File: config.mk
export PLATFORM = sky130hd
export DESIGN_NAME = vga_pattern_sequencer
export DESIGN_NICKNAME = d
export VERILOG_FILES = /design/src/rtl/vga_pattern_sequencer.sv
export SDC_FILE = /design/constraint.sdc
export NUM_CORES = 1
export LEC_CHECK = 0
export BUFFER_PORTS_ARGS = -buffer_cell sky130_fd_sc_hd__buf_2
export CAP_MARGIN = 20
export CORE_MARGIN = 2
export CORE_UTILIZATION = 55
export DETAILED_ROUTE_END_ITERATION = 6
export PLACE_DENSITY = 0.84
export SYNTH_ARGS = -nofsm -noshare
export SYNTH_HDL_FRONTEND = slang
export SYNTH_SLANG_ARGS = --single-unit
File: constraint.sdc
create_clock -name i_VGA_CLK -period 5.5 [get_ports i_VGA_CLK]
set_input_delay 1.375 -clock i_VGA_CLK [delete_from_list [all_inputs] [get_ports i_VGA_CLK]]
set_output_delay 1.375 -clock i_VGA_CLK [all_outputs]
set_load 0.01 [all_outputs]
File: src/rtl/vga_pattern_sequencer.sv
// Test-pattern sequencer for the VGA pixel path: picks one of four patterns,
// switches only at frame boundaries, and renders it with one registered cycle.
module vga_pattern_sequencer #(
  parameter int H_ACTIVE           = 640,
  parameter int V_ACTIVE           = 480,
  parameter int FRAMES_PER_PATTERN = 60
) (
  input  logic       i_VGA_CLK,
  input  logic       i_rst_n,
  input  logic       i_de,
  input  logic [9:0] i_Sx,
  input  logic [9:0] i_Sy,
  input  logic       i_auto,
  input  logic       i_req,
  input  logic [1:0] i_req_sel,
  output logic       o_ack,
  output logic [1:0] o_pattern,
  output logic [7:0] o_R,
  output logic [7:0] o_G,
  output logic [7:0] o_B,
  output logic       o_de
);

  localparam int CNT_W = $clog2(FRAMES_PER_PATTERN + 1);

  typedef enum logic [1:0] {
    IDLE = 2'd0,
    PEND = 2'd1,
    ACK  = 2'd2
  } state_t;

  state_t             state_q, state_d;
  logic [1:0]         sel_q, sel_d;
  logic [1:0]         pattern_q, pattern_d;
  logic [CNT_W-1:0]   frame_cnt_q, frame_cnt_d;
  logic               fb;
  logic [7:0]         x, y;
  logic [7:0]         r_d, g_d, b_d;

  assign fb = i_de && (i_Sx == 10'(H_ACTIVE - 1)) && (i_Sy == 10'(V_ACTIVE - 1));
  assign x  = i_Sx[7:0];
  assign y  = i_Sy[7:0];

  assign o_ack     = (state_q == ACK);
  assign o_pattern = pattern_q;

  always_ff @(posedge i_VGA_CLK) begin
    if (!i_rst_n) begin
      state_q     <= IDLE;
      sel_q       <= 2'd0;
      pattern_q   <= 2'd0;
      frame_cnt_q <= '0;
    end else begin
      state_q     <= state_d;
      sel_q       <= sel_d;
      pattern_q   <= pattern_d;
      frame_cnt_q <= frame_cnt_d;
    end
  end

  // A pending manual commit owns the frame boundary; auto advance is frozen in PEND.
  always_comb begin
    state_d     = state_q;
    sel_d       = sel_q;
    pattern_d   = pattern_q;
    frame_cnt_d = frame_cnt_q;

    if (!i_auto) begin
      frame_cnt_d = '0;
    end else if (state_q != PEND && fb) begin
      if (frame_cnt_q == CNT_W'(FRAMES_PER_PATTERN - 1)) begin
        pattern_d   = pattern_q + 2'd1;
        frame_cnt_d = '0;
      end else begin
        frame_cnt_d = frame_cnt_q + CNT_W'(1);
      end
    end

    case (state_q)
      IDLE: begin
        if (i_req) begin
          sel_d   = i_req_sel;
          state_d = PEND;
        end
      end
      PEND: begin
        if (fb) begin
          pattern_d   = sel_q;
          frame_cnt_d = '0;
          state_d     = ACK;
        end
      end
      ACK: begin
        if (!i_req) state_d = IDLE;
      end
      default: state_d = IDLE;
    endcase
  end

  always_comb begin
    r_d = 8'h00;
    g_d = 8'h00;
    b_d = 8'h00;
    case (pattern_q)
      2'd0: begin
        if (i_Sx < 10'd100 && i_Sy < 10'd100) begin
          r_d = 8'hFF; g_d = 8'h88; b_d = 8'h00;
        end else begin
          r_d = 8'h00; g_d = 8'h88; b_d = 8'hFF;
        end
      end
      2'd1: begin
        r_d = y; g_d = ~y; b_d = x;
      end
      2'd2: begin
        r_d = y; g_d = x ^ y; b_d = x;
      end
      default: begin
        if (i_Sy[0])      r_d = x;
        else if (i_Sy[1]) g_d = x;
        else if (i_Sy[2]) b_d = x;
        else if (i_Sy[3]) begin r_d = x; g_d = x; end
        else if (i_Sy[4]) begin g_d = x; b_d = x; end
        else if (i_Sy[5]) begin r_d = x; b_d = x; end
      end
    endcase
  end

  always_ff @(posedge i_VGA_CLK) begin
    if (!i_rst_n) begin
      o_R  <= 8'h00;
      o_G  <= 8'h00;
      o_B  <= 8'h00;
      o_de <= 1'b0;
    end else begin
      o_de <= i_de;
      o_R  <= i_de ? r_d : 8'h00;
      o_G  <= i_de ? g_d : 8'h00;
      o_B  <= i_de ? b_d : 8'h00;
    end
  end

endmodule

=== Word-level counts from Yosys, hierarchy flattened ===
Index checks and enable logic that the tools add are counted.

* Flip-flop bits (word level): 37
* Latch bits: 0
* RAM bits: 0
* Memory bits (read-only): 0
* Input bits: 27
* Output and inout port bits: 28
* Logic and storage cells: 70
* Memories: 0

* Add/sub/neg operators: 2
* Multiply operators: 0
* Div/mod/pow operators: 0
* Order comparisons: 2
* Equality and inequality tests: 11
* Shift-type cells: 0
* Muxes and demuxes: 35
* Bitwise gates (word level): 2
* Reductions and logical operators: 10

{| class="wikitable"
|+ Operators by type and width
! cell !! number
|-
| $mux 8 || 18
|-
| $pmux 8 s2 || 2
|-
| $mux 6 || 5
|-
| $pmux 8 s3 || 1
|-
| $lt 10x7->1 const B || 2
|-
| $mux 2 || 8
|-
| $eq 10x10->1 const B || 1
|-
| $eq 10x9->1 const B || 1
|-
| $not 8->8 || 1
|-
| $xor 8x8->8 || 1
|-
| $add 6x1->6 const B || 1
|-
| $eq 6x6->1 const B || 1
|-
| $ne 2x2->1 const B || 3
|-
| $pmux 2 s3 || 1
|-
| $eq 2x1->1 const B || 2
|-
| $eq 2x2->1 const B || 2
|-
| $logic_and 1x1->1 || 4
|-
| $logic_not 2->1 || 2
|-
| $reduce_and 2->1 || 2
|-
| $reduce_and 3->1 || 1
|-
| $add 2x1->2 const B || 1
|-
| $ne 2x1->1 const B || 1
|-
| $reduce_or 2->1 || 1
|}

=== Logic depth before layout (Yosys ltp) ===
* Depth after elaboration: 8
* Gate-level depth with buffers: 7
* Gate-level depth less buffers: 6

=== Worst setup path after synthesis ===
No wires, ideal clock.

* Kind: in2reg
* Start point: input port i_Sx[8]
* End point: register frame_cnt_q[0]
* Setup time: 70 ps
* Data arrival time: 3025 ps
* Required time: 5430 ps
* Setup slack: 2405 ps
* Stages: 5
* Buffers on the path: 1
* Cell sequence: or3_1 or4_1 clkbuf_2 or4_1 a21oi_1

* Cells in the longest elaborated chain, start to end: 8

{| class="wikitable"
|+ Ends and longest elaborated chain
! element !! line !! source
|-
| start, declared || 11 || <nowiki>input logic [9:0] i_Sx,</nowiki>
|-
| $eq 10x10->1 (*) || 40 || <nowiki>assign fb = i_de && (i_Sx == 10'(H_ACTIVE - 1)) && (i_Sy == 10'(V_ACTIVE - 1));</nowiki>
|-
| $logic_and 1x1->1 (*) (2 in a row) || 40 ||
|-
| $logic_and 1x1->1 || 70 || <nowiki>end else if (state_q != PEND && fb) begin</nowiki>
|-
| $mux 6 || 70 ||
|-
| $mux 6 || 68 || <nowiki>if (!i_auto) begin</nowiki>
|-
| $mux 6 || 87 || <nowiki>if (fb) begin</nowiki>
|-
| $mux 6 (*) || 79 || <nowiki>case (state_q)</nowiki>
|-
| end signal, assigned || 57 || <nowiki>frame_cnt_q <= frame_cnt_d;</nowiki>
|-
| end, declared || 35 || <nowiki>logic [CNT_W-1:0] frame_cnt_q, frame_cnt_d;</nowiki>
|}

Mark *: on every way between the ends. The rest lies on a longest branch, timed or not.
A chain may end at the register's enable or synchronous reset.

=== Final worst setup path ===
* Start point: input port i_Sx[7]
* End point: register frame_cnt_q[0]

Same word-level chain as after synthesis.

==> out/metrics.csv <==
stage,metric,value,unit
timing,fin_ws,2.53,ns
clocking,cts_resized,0,
setup_path,cp_cell_sequence,buf_2 > or3_1 > or4_1 > or4_1 > a21oi_1,
timing,setup_viol,0,
placement,portBuffers,54,
synth,synthTopCellsByCount,"dfxtp_1, a21oi_1, o21ai_0",
synth,synth_top_area_cell,dfxtp_1,
route,route.detailed.drc,0,
synth,synth_top_area_share,39.2,%
route,wl_per_cell,15.0,um
timing,worst_pin_slew,0.898,ns
die,ios,55,
status,outcome,"finished, final reports clean",
power,irDropWorstVdd,0.135,mV
synth,synth.distinct_cells,46,
placement,preCtsSetupSlack,2.16,ns
finish,nets,310,
clocking,clock_latency,0.35,ns
route,avgViaCountPerCell,6.10,
timing,slew_headroom,39.6,%
setup_path,cpMaxStageDelayCell,or4_1,
clocking,cts.sinks,37,
synth,yosysMostFrequentCell,dfxtp_1,
finish,layout-drive-gt1-share,23.2,%
die,initial_core_util,57.1,%
placement,gp_congestion,0.921,
timing,drv_slew,0,
die,die_w,62.6,um
synth,synthCells,224,
synth,syn_nets,258,
clocking,numCtsBuffers,5,
timing,period_share,54.0,%
die,dieArea,3920,um2
setup_path,crit_fanout,8,
timing,fin_tns_setup,0,ns
setup_path,critPathRequiredTime,5.79,ns
timing,fmax,0.337,GHz
synth,synth_warnings,0,
clocking,ctsHoldBuffers,0,
die,core,3310,um2
synth,synth_edf_count,0,
timing,finalHoldViolations,0,
power,p_leak,0.927,nW
finish,final_util,67.6,%
power,p_per_area,209,nW/um2
clocking,cts_tree,built,
die,die-height,62.6,um
clocking,root_buffer,clkbuf_4,
finish,diodes,0,
global_routing,grt_use_total,25.3,%
synth,synth_ff_type,dfxtp_1,
finish,final-seq-area,741,um2
global_routing,grt_pass1_vias,1767,
setup_path,crit_type,input pin to flip-flop,
route,routed_wl,4.84,mm
global_routing,overflow,0,
synth,synth_seq_area_share,39.2,%
route,drtPass1Iterations,5,
timing,period_needed,2.97,ns
timing,hold_slack,0.512,ns
synth,synthTopCellsByArea,"dfxtp_1, a21oi_1, o21ai_0",
worst_hold_path,hold_path_class,flip-flop to flip-flop,
global_routing,antenna_found_initial,0,
finish,multi_input_area,1070,um2
timing,rsz0062_at_grt,no,
clocking,clkSlewWorstSetupHoldPaths,0.10,ns
setup_path,cp_common_cell,or4_1,
clocking,cts_setup_buffers,0,
route,vias,1965,
setup_path,cpPeakStageDelay,0.68,ns
synth,synth-seq-cells,37,
route,drt_iter0_markers,227,
clocking,h-tree-depth,2,
setup_path,cp-start-kind,input pin,
setup_path,cpLargestDelayFamily,simple AND/OR/NAND/NOR gates,
run,maxCapViolCount,0,
synth,syn_area,1890,um2
synth,synth_async_sr_flop_share,0,%
timing,fin_skew,0.00763,ns
global_routing,grt_pass1_wl,7.90,mm
global_routing,grt_start_max_net_pins,20,
placement,hpwl,3.52,mm
finish,synthToLayoutAreaGrowth,18.5,%
setup_path,critPathBufInv,1,
route,ant_nets,0,
die,placementRows,21,
synth,syn_avg_cell_area,8.44,um2
setup_path,critPathArrivalTime,3.26,ns
clocking,clock_path_buffers,2,
setup_path,end_kind,flip-flop,
finish,fillCellCount,312,
-- cell type report --
cell class	count	share of cell area [%]
sequential	37	33.1
multi-input combinational	167	47.9
inverter	10	1.68
timing repair buffer	55	12.3
clock buffer	7	2.46
tap	46	2.57
-- layout by cell type (no fill, tap or decap), types with 2 or more instances in the layout --
| cell | n |
|---|---|
| and3_1 | 3 |
| nor2_1 | 11 |
| o21a_1 | 2 |
| a211o_1 | 2 |
| o21bai_1 | 2 |
| a22oi_1 | 5 |
| ha_1 | 7 |
| inv_1 | 10 |
| nand2b_1 | 4 |
| nand4b_1 | 2 |
| nor4_1 | 3 |
| dfxtp_1 | 37 |
| nand2_1 | 15 |
| o22ai_1 | 2 |
| a221o_1 | 6 |
| nand3b_1 | 5 |
| nor3b_1 | 4 |
| a21oi_1 | 24 |
| a32o_1 | 3 |
| nand3_1 | 5 |
| o21ai_0 | 21 |
| buf_2 | 54 |
| mux2i_1 | 2 |
| nor2b_1 | 5 |
| nor3_1 | 6 |
| or4_1 | 3 |
| clkbuf_4 | 5 |
| o2111ai_1 | 2 |
| o211ai_1 | 3 |
| nand4_1 | 4 |
-- worst register-to-register path: stages, from the launching register on --
cell,delay (ns)
dfxtp_1,0.43
inv_1,0.10
ha_1,0.31
nor2b_1,0.41
nor2b_1,0.60
a221o_2,0.28
-- through the flow --
step | cell area [um2] | instances | total power, mW
after global placement | 2180 | 314 | 0.331
after CTS | 2230 | 321 | 0.473
final | 2240 | 322 | 0.468
after floorplan | 1890 | 224 | 0.306
after detailed placement | 2180 | 314 | 0.332
after global routing | 2240 | 322 | 0.490
-- flip-flops by register name (all words and copies together), names as in the netlist --
| name | count |
|---|---|
| sel_q | 2 |
| o_pattern | 2 |
| frame_cnt_q | 6 |
| state_q | 2 |
| o_G | 8 |
| o_B | 8 |
| o_R | 8 |
| o_de | 1 |
-- routing by layer --
layer | GRT usage [%] | part of all wire (%)
met1 | 29.2 | 40
met3 | 7.03 | 8.5
met5 | 0 | 0
met4 | 13.9 | 2.4
met2 | 42.5 | 49
-- report_power, final --
group / leakage (nW) / internal [mW] / switching, mW
clock network: 0.0314 / 0.0603 / 0.0803
registers: 0.302 / 0.274 / 0.00224
logic: 0.594 / 0.0189 / 0.0328
-- final timing paths --
path,startpoint,to,slack (ns),cells after the start
max,i_Sx[7],frame_cnt_q[0]$_SDFF_PN0_,2.53,5
min,frame_cnt_q[1]$_SDFF_PN0_,frame_cnt_q[1]$_SDFF_PN0_,0.51,2
max reg2reg,o_pattern[0]$_SDFF_PN0_,o_R[7]$_SDFF_PN0_,3.32,5
min reg2reg,frame_cnt_q[1]$_SDFF_PN0_,frame_cnt_q[1]$_SDFF_PN0_,0.51,2
-- cell families (layout without fill, tap and decap cells) --
group           count (synthesis)  count (layout)  share of synthesized area (%)
compound gates                 83              83                           29.1
simple gates                   75              75                           22.0
flops                          37              37                           39.2
buf+inv                        20              72                           4.04
fa+ha+maj                       7               7                           4.63
mux                             2               2                           1.06
(Power assumes the default switching activity.)
